## config.mk

```make
export PLATFORM = sky130hd
export DESIGN_NAME = gate_drive_guard
export DESIGN_NICKNAME = d
export VERILOG_FILES = /design/src/rtl/gate_drive_guard_pkg.sv /design/src/rtl/gate_drive_guard_fault_filter.sv /design/src/rtl/gate_drive_guard.sv
export SDC_FILE = /design/constraint.sdc
export NUM_CORES = 1
export LEC_CHECK = 0
export CORE_ASPECT_RATIO = 0.8
export CORE_MARGIN = 2
export CORE_UTILIZATION = 28
export CTS_CLUSTER_DIAMETER = 120
export DETAILED_ROUTE_END_ITERATION = 8
export HOLD_SLACK_MARGIN = 0.1
export SYNTH_ARGS = -nofsm -noshare
export SYNTH_HDL_FRONTEND = slang
export SYNTH_HIERARCHICAL = 1
export SYNTH_SLANG_ARGS = --single-unit
```

## constraint.sdc

```tcl
create_clock -name sys_clk -period 2.4 [get_ports sys_clk]
set_clock_uncertainty 0.15 [all_clocks]
set_input_delay 0.48 -clock sys_clk [delete_from_list [all_inputs] [get_ports sys_clk]]
set_output_delay 0.48 -clock sys_clk [all_outputs]
set_load 0.01 [all_outputs]
```

## src/rtl/gate_drive_guard_pkg.sv

```systemverilog
// Shared types and default timing for the half-bridge gate drive guard.
package gate_drive_guard_pkg;

    localparam int DEAD_MIN_DEF  = 40;
    localparam int MIN_PULSE_DEF = 8;
    localparam int FLT_FILT_DEF  = 4;

    typedef enum logic [1:0] {
        ST_OFF   = 2'd0,
        ST_HI_ON = 2'd1,
        ST_LO_ON = 2'd2,
        ST_FAULT = 2'd3
    } state_t;

    // Counter width able to hold n-1; never narrower than one bit.
    function automatic int cnt_w(input int n);
        return (n > 1) ? $clog2(n) : 1;
    endfunction

endpackage

```

## src/rtl/gate_drive_guard_fault_filter.sv

```systemverilog
// Two-flop synchronizer plus level debounce for the active-low external fault.
module fault_filter
    import gate_drive_guard_pkg::*;
#(
    parameter int FLT_FILT = FLT_FILT_DEF
) (
    input  logic sys_clk,
    input  logic sys_rst_n,
    input  logic fault_n,
    output logic fault
);

    localparam int CW = cnt_w(FLT_FILT);

    logic [1:0]    sync_q;
    logic [CW-1:0] cnt_q;
    logic          flt_q;
    logic          differ;

    // Synchronized level disagrees with the current filtered decision.
    assign differ = (~sync_q[1]) != flt_q;
    assign fault  = flt_q;

    always_ff @(posedge sys_clk or negedge sys_rst_n) begin
        if (!sys_rst_n) begin
            sync_q <= 2'b11;
            cnt_q  <= '0;
            flt_q  <= 1'b0;
        end else begin
            sync_q <= {sync_q[0], fault_n};
            if (!differ) begin
                cnt_q <= '0;
            end else if (cnt_q == CW'(FLT_FILT - 1)) begin
                flt_q <= ~flt_q;
                cnt_q <= '0;
            end else begin
                cnt_q <= cnt_q + 1'b1;
            end
        end
    end

endmodule

```

## src/rtl/gate_drive_guard.sv

```systemverilog
// Half-bridge gate drive guard: dead time, minimum pulse, overlap and fault lockout.
module gate_drive_guard
    import gate_drive_guard_pkg::*;
#(
    parameter int DEAD_MIN  = DEAD_MIN_DEF,
    parameter int MIN_PULSE = MIN_PULSE_DEF,
    parameter int FLT_FILT  = FLT_FILT_DEF
) (
    input  logic sys_clk,
    input  logic sys_rst_n,
    input  logic ctrl_1,
    input  logic ctrl_2,
    input  logic en,
    input  logic fault_n,
    input  logic fault_clr,
    output logic gate_hi,
    output logic gate_lo,
    output logic fault_latched,
    output logic overlap_err
);

    localparam int DW = cnt_w(DEAD_MIN);
    localparam int PW = cnt_w(MIN_PULSE);

    state_t        state_q, state_nxt;
    logic [DW-1:0] dead_cnt;
    logic [PW-1:0] on_cnt;
    logic          flt, overlap, dead_done, on_done, in_on;

    fault_filter #(.FLT_FILT(FLT_FILT)) u_fault_filter (
        .sys_clk   (sys_clk),
        .sys_rst_n (sys_rst_n),
        .fault_n   (fault_n),
        .fault     (flt)
    );

    assign overlap   = ctrl_1 & ctrl_2;
    assign dead_done = dead_cnt == DW'(DEAD_MIN - 1);
    assign on_done   = on_cnt == PW'(MIN_PULSE - 1);
    assign in_on     = (state_q == ST_HI_ON) || (state_q == ST_LO_ON);

    // Fault outranks everything; overlap and en=0 cut a pulse short.
    always_comb begin
        state_nxt = state_q;
        if (flt) begin
            state_nxt = ST_FAULT;
        end else begin
            case (state_q)
                ST_OFF: begin
                    if (en && dead_done && (ctrl_1 ^ ctrl_2))
                        state_nxt = ctrl_1 ? ST_HI_ON : ST_LO_ON;
                end
                ST_HI_ON: begin
                    if (overlap || !en || (!ctrl_1 && on_done))
                        state_nxt = ST_OFF;
                end
                ST_LO_ON: begin
                    if (overlap || !en || (!ctrl_2 && on_done))
                        state_nxt = ST_OFF;
                end
                ST_FAULT: begin
                    if (fault_clr)
                        state_nxt = ST_OFF;
                end
                default: state_nxt = ST_OFF;
            endcase
        end
    end

    // Outputs are registered from the next state so gates never see input glitches.
    always_ff @(posedge sys_clk or negedge sys_rst_n) begin
        if (!sys_rst_n) begin
            state_q       <= ST_OFF;
            gate_hi       <= 1'b0;
            gate_lo       <= 1'b0;
            fault_latched <= 1'b0;
            overlap_err   <= 1'b0;
            dead_cnt      <= '0;
            on_cnt        <= '0;
        end else begin
            state_q       <= state_nxt;
            gate_hi       <= state_nxt == ST_HI_ON;
            gate_lo       <= state_nxt == ST_LO_ON;
            fault_latched <= state_nxt == ST_FAULT;

            if (state_q == ST_OFF && state_nxt == ST_OFF)
                dead_cnt <= dead_done ? dead_cnt : dead_cnt + 1'b1;
            else
                dead_cnt <= '0;

            if (in_on && state_nxt == state_q)
                on_cnt <= on_done ? on_cnt : on_cnt + 1'b1;
            else
                on_cnt <= '0;

            if (overlap && state_q != ST_FAULT)
                overlap_err <= 1'b1;
            else if (fault_clr)
                overlap_err <= 1'b0;
        end
    end

endmodule

```

==> key figures <==
Outcome
  • Outcome: finished, final reports clean

Logic synthesis
  • Distinct cells, synth: 36
  • Post-synth EDFFs: 0
  • Synth top area share: a little over two fifths
  • Post-synthesis compound-gate area fraction: between 10% and 20%
  • Syn avg cell area: 11.0 µm²
  • Largest family of logic cells by synthesized area: simple AND/OR/NAND/NOR gates
  • Synth Register Bits: 20
  • Fraction of registers with async set or reset after synthesis: between 90% and 100%
  • Post-synthesis xor/xnor area fraction: around 5%
  • Main synth FF type: dfrtp_1
  • Post-synthesis mux area share: 5.57%
  • Cell area after synthesis: approximately 0.0011 mm²
  • Synth warn: 6
  • Ranking of synthesized cells by area: dfrtp_1 (42%), ha_1 (10%), mux2i_1 (5.6%)
  • Cells after Synth: roughly 100
  • Mapped Nets: approximately 110
  • Post-synthesis simple-gate area fraction: a little under a fifth
  • Adder-Cell Fraction of Synth Area: 10.4%
  • Register area share after synthesis: a little under half
  • Cell taking the most area after synthesis: dfrtp_1

Die
  • I/O pin cnt: 11
  • Die ar.: 0.00437 mm²
  • Initial Utilization: about 29%
  • Die Wd: around 73 µm
  • Die span in y: slightly below 60 µm
  • Site Rows: 20
  • Core area: between 0.003 and 0.004 mm²

Cells and area
  • Most frequent cells in the layout: dfrtp_1 (18), nor2_1 (12), clkdlybuf4s50_1 (10)
  • FF+latch area: 503 µm²
  • Multi-input gate area: roughly 540 µm²
  • FILL cells: ~380
  • Most common cell after layout, fill and taps aside: dfrtp_1
  • # nets final: 135
  • Share of layout cells above drive strength 1: around 18%
  • # diodes: 0
  • Layout area overhead: 26.0%
  • Core Util, Final: between 30% and 40%

Setup path
  • Crit start category: input port
  • Reg2Reg Capture Point: gate_hi$_DFF_PN0_
  • Signal arrival time at the worst endpoint: 2.14 ns
  • Worst Setup End Kind: flip-flop
  • Critical Path Sink: gate_hi$_DFF_PN0_
  • Worst Setup SP: ctrl_2
  • CP max FO: 7
  • FF-to-FF path depth: 7
  • Critical Path RT: roughly 2.4 ns
  • R2r startpoint: on_cnt[0]$_DFFE_PN0P_
  • Internal reg-to-reg setup slack: between 0.2 and 0.25 ns
  • Crit Path Class: input port to flip-flop

GRT
  • GRT Total Usage: a little under an eighth
  • First-pass GRT wire length: 3.77 mm
  • Largest net degree at the start of global routing: 21
  • GR Overflow Total: 0
  • Initial antenna violation count: 0
  • Vias in the first global route: 839

Flow run
  • Max_cap viols: 0

STA
  • Final Max Tran Viols: 0
  • Rel. slew slack: a little over two thirds
  • Final hold violations: 0
  • Final Critical Period: around 2.2 ns
  • Fmax: about 460 MHz
  • RSZ-0062 raised after global routing: no
  • Setup violations, final: 0
  • Least-Margin Pin Slew: 0.432 ns
  • Hold WS: about 0.21 ns
  • Final period util: roughly 91%

CTS
  • CTS tree: built
  • CTS Sinks: 20
  • Post_cts resized: 0
  • Setup repair bufs after CTS: 0
  • Max Root-Sink Buffers: 2
  • Htree depth: 1
  • Reg clk slew, reported paths: ~0.07 ns
  • Worst skew pair latency: around 0.26 ns
  • Post-cts hold buffer count: 0
  • Num CTS Buffers: 3
  • Clock root buffer: clkbuf_8

Routing
  • Post-Route WL: 2.10 mm
  • DRC: 0
  • Via Count: between 700 and 800
  • DR pass1 iterations: 4
  • ANT nets after route: 0
  • Drt via density: 4.85
  • DR iter-0 viols: 60
  • Drt wl/cell: approximately 13 µm

Worst hold path
  • Hold Path Class: flip-flop to flip-flop

Placement
  • Gpl congestion: approximately 0.85
  • HPWL Detailed: 1.66 mm
  • Port Buffer Count: 10

Power
  • Leak: around 0.00064 µW
  • Power density cells: approximately 900 mW/mm²
  • Worst vdd ir: roughly 0.00026 V
## power breakdown
group | switching (µW) | internal (µW) | leakage (µW) | total [µW]
Sequential | 67.9 | 407 | 0.000255 | 475
Clock | 109 | 222 | 0.0000357 | 331
Combinational | 210 | 219 | 0.000351 | 430
Total | 387 | 849 | 0.000642 | 1240
## layout make-up
cell class                      instances  share of cell area (%)
Timing Repair Buffer                   19                    12.3
Clock buffer                            3                    3.04
Tap cell                               44                    4.05
Multi-Input combinational cell         69                    39.7
Sequential cell                        20                    37.0
Inverter                                6                    1.66
Clock inverter                          1                    2.21
## logic make-up (layout without fill, tap and decap cells)
kind of cell | count (synthesis) | in the layout
compound gates | 14 | 14
buf+inv | 9 | 29
mux | 6 | 6
xor+xnor | 6 | 6
simple gates | 34 | 34
fa+ha+maj | 9 | 9
flops | 20 | 20
## per-layer routing
layer	GRT usage [%]	up-vias	routed length, µm
met4	1.82	0	24
met2	19.7	10	1040
met3	4.08	2	65
li1	-	385	-
met5	0	-	0
met1	13.8	388	963
## synthesized netlist by cell type (2+ instances only)
cell / instances
mux2i_1: 6
nor2b_1: 2
ha_1: 9
inv_1: 6
dfrtp_1: 18
and3_1: 2
buf_2: 2
a2111oi_0: 2
dfstp_2: 2
xor2_1: 5
nor2_1: 12
nor3_1: 3
a311o_1: 2
and2_1: 2
nand2b_1: 2
a21oi_1: 2
nand2_1: 2
## sequential cells by signal, summed over array words and instances (netlist names)
signal,count
u_fault_filter/fault,1
fault_latched,1
u_fault_filter/sync_q,2
dead_cnt,6
gate_lo,1
overlap_err,1
state_q,2
gate_hi,1
on_cnt,3
u_fault_filter/cnt_q,2
## through the flow
| stage | instances | area [µm²] | power [µW] | setup slack (ns) | setup TNS (ns) |
|---|---|---|---|---|---|
| after floorplan | 98 | 1080 | 750 | 0.340 | 0 |
| after global placement | 158 | 1290 | 886 | 0.0374 | 0 |
| after detailed placement | 158 | 1290 | 908 | -0.0550 | -0.0550 |
| after CTS | 162 | 1360 | 1250 | 0.194 | 0 |
| after global routing | 162 | 1360 | 1330 | 0.108 | 0 |
| final | 162 | 1360 | 1240 | 0.215 | 0 |
## how the worst min path moves through the flow
| stage | start | end | slack, ns | depth (start not counted) |
|---|---|---|---|---|
| detailed placement | u_fault_filter/sync_q[0]$_DFF_PN1_ | u_fault_filter/sync_q[1]$_DFF_PN1_ | 0.20 | 0 |
| finish | u_fault_filter/sync_q[0]$_DFF_PN1_ | u_fault_filter/sync_q[1]$_DFF_PN1_ | 0.21 | 0 |
| floorplan | sys_rst_n | dead_cnt[0]$_DFFE_PN0P_ | 0.03 | 0 |
| global route | u_fault_filter/sync_q[0]$_DFF_PN1_ | u_fault_filter/sync_q[1]$_DFF_PN1_ | 0.22 | 0 |
| global placement | u_fault_filter/sync_q[0]$_DFF_PN1_ | u_fault_filter/sync_q[1]$_DFF_PN1_ | 0.20 | 0 |
| CTS | u_fault_filter/sync_q[0]$_DFF_PN1_ | u_fault_filter/sync_q[1]$_DFF_PN1_ | 0.21 | 0 |
## worst max-delay path, cell delays in order
cell and delay [ns]:
clkdlybuf4s50_1 0.43, ha_1 0.28, and3_1 0.20, nand3_2 0.17, mux2i_1 0.16, a2111oi_0 0.41
Note: power is estimated with default switching activity, not from simulation.
